==> src/rtl/stack.sv <==
// LIFO stack with indexed peek/poke, one command per cycle (push > pop > poke > peek).
// data_out shows the selected item in the command cycle and holds it afterwards.
module stack #(
  parameter int unsigned WIDTH = 56,
  parameter int unsigned DEPTH = 8
) (
  input  logic                   clk,
  input  logic                   rst,
  input  logic                   push_en,
  input  logic                   pop_en,
  input  logic                   peek_en,
  input  logic                   poke_en,
  input  logic [$clog2(DEPTH):0] index,
  input  logic [WIDTH-1:0]       data_in,
  output logic [WIDTH-1:0]       data_out,
  output logic                   full,
  output logic                   empty,
  output logic [$clog2(DEPTH):0] depth
);

  localparam int unsigned AW = $clog2(DEPTH);
  localparam int unsigned DW = AW + 1;

  typedef enum logic [2:0] {
    CMD_NONE,
    CMD_PUSH,
    CMD_POP,
    CMD_POKE,
    CMD_PEEK
  } cmd_e;

  logic [WIDTH-1:0] mem_q [DEPTH];
  logic [DW-1:0]    depth_q, depth_d;
  logic [WIDTH-1:0] dout_q, dout_d;

  cmd_e             cmd;
  logic             idx_ok;
  logic [AW-1:0]    top_addr;
  logic [AW-1:0]    idx_addr;
  logic [AW-1:0]    rd_addr;
  logic [WIDTH-1:0] rd_data;
  logic             rd_valid;
  logic             wr_en;
  logic [AW-1:0]    wr_addr;

  assign full     = (depth_q == DW'(DEPTH));
  assign empty    = (depth_q == DW'(0));
  assign depth    = depth_q;

  assign idx_ok   = (index < depth_q);
  assign top_addr = AW'(depth_q - DW'(1));
  assign idx_addr = AW'(depth_q - DW'(1) - index);

  // The highest-priority asserted enable owns the cycle, even if it turns out invalid.
  always_comb begin
    cmd = CMD_NONE;
    if (push_en) begin
      if (!full) cmd = CMD_PUSH;
    end else if (pop_en) begin
      if (!empty) cmd = CMD_POP;
    end else if (poke_en) begin
      if (idx_ok) cmd = CMD_POKE;
    end else if (peek_en) begin
      if (idx_ok) cmd = CMD_PEEK;
    end
  end

  assign rd_valid = (cmd == CMD_POP) || (cmd == CMD_PEEK);
  assign rd_addr  = (cmd == CMD_POP) ? top_addr : idx_addr;
  assign rd_data  = mem_q[rd_addr];
  assign data_out = rd_valid ? rd_data : dout_q;

  // Next-state for depth, held output and array write port.
  always_comb begin
    depth_d = depth_q;
    dout_d  = dout_q;
    wr_en   = 1'b0;
    wr_addr = AW'(depth_q);
    unique case (cmd)
      CMD_PUSH: begin
        depth_d = depth_q + DW'(1);
        wr_en   = 1'b1;
        wr_addr = AW'(depth_q);
      end
      CMD_POP: begin
        depth_d = depth_q - DW'(1);
        dout_d  = rd_data;
      end
      CMD_POKE: begin
        wr_en   = 1'b1;
        wr_addr = idx_addr;
      end
      CMD_PEEK: begin
        dout_d  = rd_data;
      end
      default: ;
    endcase
  end

  always_ff @(posedge clk or posedge rst) begin
    if (rst) begin
      depth_q <= '0;
      dout_q  <= '0;
    end else begin
      depth_q <= depth_d;
      dout_q  <= dout_d;
    end
  end

  // Storage is deliberately left out of reset; depth alone defines which entries are live.
  always_ff @(posedge clk) begin
    if (wr_en) mem_q[wr_addr] <= data_in;
  end

endmodule

==> config.mk <==
export PLATFORM = sky130hd
export DESIGN_NAME = stack
export DESIGN_NICKNAME = d
export VERILOG_FILES = /design/src/rtl/stack.sv
export SDC_FILE = /design/constraint.sdc
export NUM_CORES = 1
export LEC_CHECK = 0
export CORE_MARGIN = 3
export CORE_UTILIZATION = 39
export CTS_CLUSTER_DIAMETER = 120
export DETAILED_ROUTE_END_ITERATION = 7
export PLACE_DENSITY = 0.54
export RECOVER_POWER = 25
export SETUP_SLACK_MARGIN = 0.3
export SYNTH_ARGS = -nofsm -noshare
export SYNTH_HDL_FRONTEND = slang
export SYNTH_SLANG_ARGS = --single-unit
==> constraint.sdc <==
create_clock -name clk -period 6 [get_ports clk]
set_input_delay 0.6 -clock clk [delete_from_list [all_inputs] [get_ports clk]]
set_output_delay 0.6 -clock clk [all_outputs]
set_load 0.01 [all_outputs]
Yosys cells after proc, flatten, opt, wreduce, memory -nomap -nowiden
Memory sizes are Yosys's and may differ from the RTL's.
Cells that the tools add are included.
{"block": "word_totals", "wordCells": 32, "out_inout_bits": 62, "mem_count": 1, "mem_bits_ro": 0, "register_bits": 60, "latch_bits": 0, "mem_bits_rw": 448}
{"name": "mem_q", "depth": 8, "width": 56, "rd": 1, "rd_ports_with_merged_regs": 0, "wr": 1, "line_no": "32", "text": "logic [WIDTH-1:0] mem_q [DEPTH];"}
{"block": "op_classes", "mul": 0, "div": 0, "add_sub_neg": 3, "eq_ne": 5, "n_reduce_logical": 5, "mux": 15, "n_lt_le_gt_ge": 1, "bitwise_logic": 0, "n_shift": 0}
{"operator": "$mux W56", "n": 1}
{"operator": "$mux W3", "n": 7}
{"operator": "$pmux W4 S2", "n": 1}
{"operator": "$eq A3 B2 Y1 const B", "n": 2}
{"operator": "$add A4 B1 Y4 const B", "n": 1}
{"operator": "$eq A4 B4 Y1 const B", "n": 1}
{"operator": "$logic_not A4 Y1", "n": 1}
{"operator": "$lt A4 B4 Y1", "n": 1}
{"operator": "$mux W1", "n": 4}
{"operator": "$mux W2", "n": 2}
{"operator": "$reduce_or A2 Y1", "n": 2}
{"operator": "$sub A4 B1 Y4 const B", "n": 1}
{"operator": "$eq A3 B1 Y1 const B", "n": 1}
{"operator": "$eq A3 B3 Y1 const B", "n": 1}
{"operator": "$sub A3 B3 Y3", "n": 1}
{"operator": "$reduce_bool A2 Y1", "n": 1}
{"operator": "$logic_or A1 B1 Y1", "n": 1}

Depth between registers and ports, before layout
{"block": "logic_depth", "ltp_word": 11, "depth_mapped": 12, "depth_no_buf": 9}

Worst setup path after synthesis
OpenSTA, ideal clock, no wires.
{"block": "synth_timing", "path_kind": "register to register", "start": "register depth_q[1], in the netlist depth[1]", "end": "memory mem_q[5][0], enable pin", "required_ns": 5.524, "t_arrival_ns": 4.607, "path_slack_ns": 0.917, "path_buffers": 1, "setup_ns": 0.476, "stages_incl_launch_ff": 10, "path_cell_list": "dfrtp_1 > clkbuf_1 > inv_1 > ha_1 > fa_1 > xnor2_1 > xor2_1 > nand3_1 > o31ai_1 > nor2b_1"}
{"block": "synth_between", "elab_chain_cells": 11}
{"element": "start: declaration", "line_no": "33", "text": "logic [DW-1:0] depth_q, depth_d;"}
{"element": "start signal: assignment", "line_no": "105", "text": "depth_q <= depth_d;"}
{"element": "$lt A4 B4 Y1", "line_no": "50", "text": "assign idx_ok = (index < depth_q);"}
{"element": "$mux W3", "line_no": "64", "text": "if (idx_ok) cmd = CMD_PEEK;"}
{"element": "$mux W3", "line_no": "63", "text": "end else if (peek_en) begin"}
{"element": "$mux W3", "line_no": "61", "text": "end else if (poke_en) begin"}
{"element": "$mux W3", "line_no": "59", "text": "end else if (pop_en) begin"}
{"element": "$mux W3", "line_no": "57", "text": "if (push_en) begin"}
{"element": "$eq A3 B2 Y1 / $eq A3 B1 Y1 (equally long branches)", "line_no": "79", "text": "unique case (cmd)"}
{"element": "$reduce_or A2 Y1 (no line)"}
{"element": "$mux W1", "line_no": "79"}
{"element": "$mux W1", "line_no": "112", "text": "if (wr_en) mem_q[wr_addr] <= data_in;"}
{"element": "$mux W1 (implied by the code)", "line_no": "112"}
{"element": "end: declaration", "line_no": "32"}
Parallel ways exist; a longest one is shown, timed or not.

Worst setup path after layout
{"block": "layout_timing", "start": "register depth_q[0], in the netlist depth[0]", "end": "output port data_out[11]"}
{"block": "layout_between", "elab_chain_cells": 10}
{"element": "$lt A4 B4 Y1", "line_no": "50"}
{"element": "$mux W3", "line_no": "64"}
{"element": "$mux W3", "line_no": "63"}
{"element": "$mux W3", "line_no": "61"}
{"element": "$mux W3", "line_no": "59"}
{"element": "$mux W3", "line_no": "57"}
{"element": "$eq A3 B2 Y1", "line_no": "68, 69"}
{"element": "$mux W3", "line_no": "69", "text": "assign rd_addr = (cmd == CMD_POP) ? top_addr : idx_addr;"}
{"element": "$mem_v2 Z8 W56"}
{"element": "$mux W56 *", "line_no": "71", "text": "assign data_out = rd_valid ? rd_data : dout_q;"}
{"element": "end: declaration", "line_no": "15", "text": "output logic [WIDTH-1:0] data_out,"}
Mark *: on every way between the ends. The rest lies on a longest branch, timed or not.

==> flow_summary.ini <==
[clocking]
clock_sinks = 508
cts_hold_buf = 0
cts_tree = yes
cts_setup_buffers = 0
h-tree-depth = 2
clk_path_buf_depth = 3
clkTransAtPathRegs_ns = 0.06
cts_root_buffer = clkbuf_16
clock_latency_ns = 0.60
numCtsBuffers = 54
postCtsResizedCells = 0

[route]
routedWlPerCell_um = 23.7
viasPerCell = 5.46
first_pass_iters = 5
drt-initial-drc-count = 785
wl_um = 47700
drcViolationCount = 0
routed-via-count = 11000
ant_nets = 0

[worst_setup_path]
endpoint = data_out[11]
critPathCaptureType = primary output
cp.depth = 10
path_buf_inv = 3
critPathTopFamily = buffers and inverters
path_class = reg -> out
critical_path_arrival_ns = 4.76
r2r-start = depth[0]$_DFFE_PP0P_
setup.worst_path.start_class = flip-flop
crit_slowest_cell = fa_1
rr_worst_depth = 9
max_stage_delay_ns = 0.56
r2r-end = mem_q[6][23]$_DFFE_PP_
r2r_slack_ns = 2.22
crit_chain = inv_1, ha_1, fa_1, o21ai_4, and2_4, buf_4, mux2i_1, a221oi_1, a211o_1, clkdlybuf4s50_1
cp-startpoint = depth[0]$_DFFE_PP0P_
cp.required_ns = 5.40
cp_max_fo = 31

[timing]
slew_viol_final = 0
rsz0062_at_grt = no
fmax_mhz = 187
timing.final.ws_setup_ns = 0.643
tns_ns = 0
period_share_pct = 89.3
min_period_ns = 5.36
worst_pin_slew_ns = 1.09
setup_viol = 0
max-slew-margin-rel_pct = 27.3
final-hold-violation-count = 0
finClkSkew_ns = 0.0218

[yosys]
synth_flop_cell = edfxtp_1
netlist.area_leader.share_pct = 68.3
synth_most_common_cell = edfxtp_1
yosysTopAreaCell = edfxtp_1
synth_area_leaders = edfxtp_1, dfrtp_1, mux2i_1
synth_nets = 1248
async_reset_ff_share_pct = 11.8
synthCells = 1174
yosysUniqueCellTypes = 42
ys_top_cells_by_count = edfxtp_1, a211oi_1, mux2i_1
synth_seq_area_share_pct = 75.9
ys_warn_count = 0
synth_area_per_cell_sq_um = 16.8
synth_edf_count = 448
ys_ff_latch = 508
synth_area_sq_um = 19700

[layout]
seq_area_sq_um = 15000
layout-drive-gt1-share_pct = 9.59
multiInputGateArea_sq_um = 4390
nets = 1375
syn2layout_area_growth_pct = 19.5
num-fill-cells = 4315

[run_status]
outcome = finished, final reports clean

[floorplan]
coreArea_sq_um = 49500
die_area_sq_um = 53300
die_h_um = 231
die_x_um = 231
initial_utilization_pct = 39.8
pin_count = 128
rows = 81

[power_and_ir_drop]
peakVddDrop_uv = 361
power.density_nw_per_um2 = 566
leakage_nw = 8.48
p_total_mw = 13.3

[grt]
grt_antenna_before_repair = 4
overflow = 0
track_usage_pct = 17.9
grt_pass1_wl_um = 72400
grt_pass1_vias = 11300
grt_max_degree = 123

[flow_run]
drv_cap = 0

[hold_path]
holdCritPathClass = reg -> reg

[placement]
place_congestion = 0.733
hpwl_um = 24700
dp_slack_ns = 0.871
portBuffers = 127
## worst min path at each step
stage | from | end | slack (ns) | cells after the start
2_1_floorplan | dout_q[0]$_DFFE_PP0N_ | dout_q[0]$_DFFE_PP0N_ | 0.52 | 1
5_1_grt | dout_q[44]$_DFFE_PP0N_ | dout_q[44]$_DFFE_PP0N_ | 0.51 | 1
3_5_place_dp | dout_q[44]$_DFFE_PP0N_ | dout_q[44]$_DFFE_PP0N_ | 0.47 | 1
4_1_cts | rst | depth[1]$_DFFE_PP0P_ | 0.29 | 2
3_3_place_gp | dout_q[49]$_DFFE_PP0N_ | dout_q[49]$_DFFE_PP0N_ | 0.48 | 1
6_report | dout_q[49]$_DFFE_PP0N_ | dout_q[49]$_DFFE_PP0N_ | 0.49 | 1
## cell usage in the layout, fill, tap and decap left out, drive strengths merged, types with 2 or more instances in the layout
master	Yosys	layout
edfxtp	448	448
xnor2	7	7
o31ai	2	2
nor3	3	3
dfrtp	60	60
nor2b	4	4
clkinvlp	0	2
nand3	4	4
and2	5	6
a211o	56	56
and3	57	57
a31oi	3	3
clkdlybuf4s50	0	93
nor2	8	8
mux2i	113	113
a221oi	56	56
clkinv	0	22
clkbuf	50	71
a21oi	57	57
o21ai	2	2
bufinv	0	3
nand2	61	61
dlygate4sd3	0	34
diode	0	2
a211oi	113	113
inv	7	9
buf	37	30
ha	7	7
a22oi	2	2
## registers in the layout (all words and copies together) (netlist names)
name    cells
depth       4
dout_q     56
mem_q     448
## metal layers
metal	track usage (%)	wire length, um	share of wire (%)	up-vias
li1	-	-	-	5001
met1	25.8	22500	47	5659
met2	28.3	22200	47	250
met3	3.17	2090	4.4	71
met4	4.57	817	1.7	4
met5	0	28	0.059	-
## per-stage QoR
stage          hold WS [ns]  util (%)  std cells  cell area [sq um]
2_1_floorplan         0.515         -       1174              19700
3_3_place_gp          0.475      44.1       1908              21800
3_5_place_dp          0.475      44.1       1908              21800
4_1_cts               0.295      47.6       2008              23500
5_1_grt               0.509      47.6       2009              23500
6_report              0.489      47.6       2011              23500
## report_power, final
| part | leakage (nW) | switching (mW) | internal [mW] | total (mW) |
|---|---|---|---|---|
| registers | 4.81 | 0.175 | 4.63 | 4.80 |
| logic | 2.82 | 3.23 | 2.06 | 5.29 |
| clock network | 0.854 | 1.35 | 1.88 | 3.23 |
## layout make-up
type                            instances  share of cell area, %
Tap cell                              664                   3.53
Timing Repair Buffer                  157                   6.83
Multi-Input combinational cell        573                   18.6
Clock inverter                         29                  0.978
Antenna cell                            2                 0.0213
Clock buffer                           71                   6.36
Sequential cell                       508                   63.5
Inverter                                7                  0.117
## logic make-up after synthesis
logic type | synth area share [%]
multiplexers | 5.80
adder cells (fa/ha/maj) | 0.546
flip-flops | 75.9
AO/OA/AOI/OAI | 11.2
XOR/XNOR | 0.356
buffers and inverters | 2.34
AND/OR/NAND/NOR | 3.85
Power figures use the tool's default switching activity.
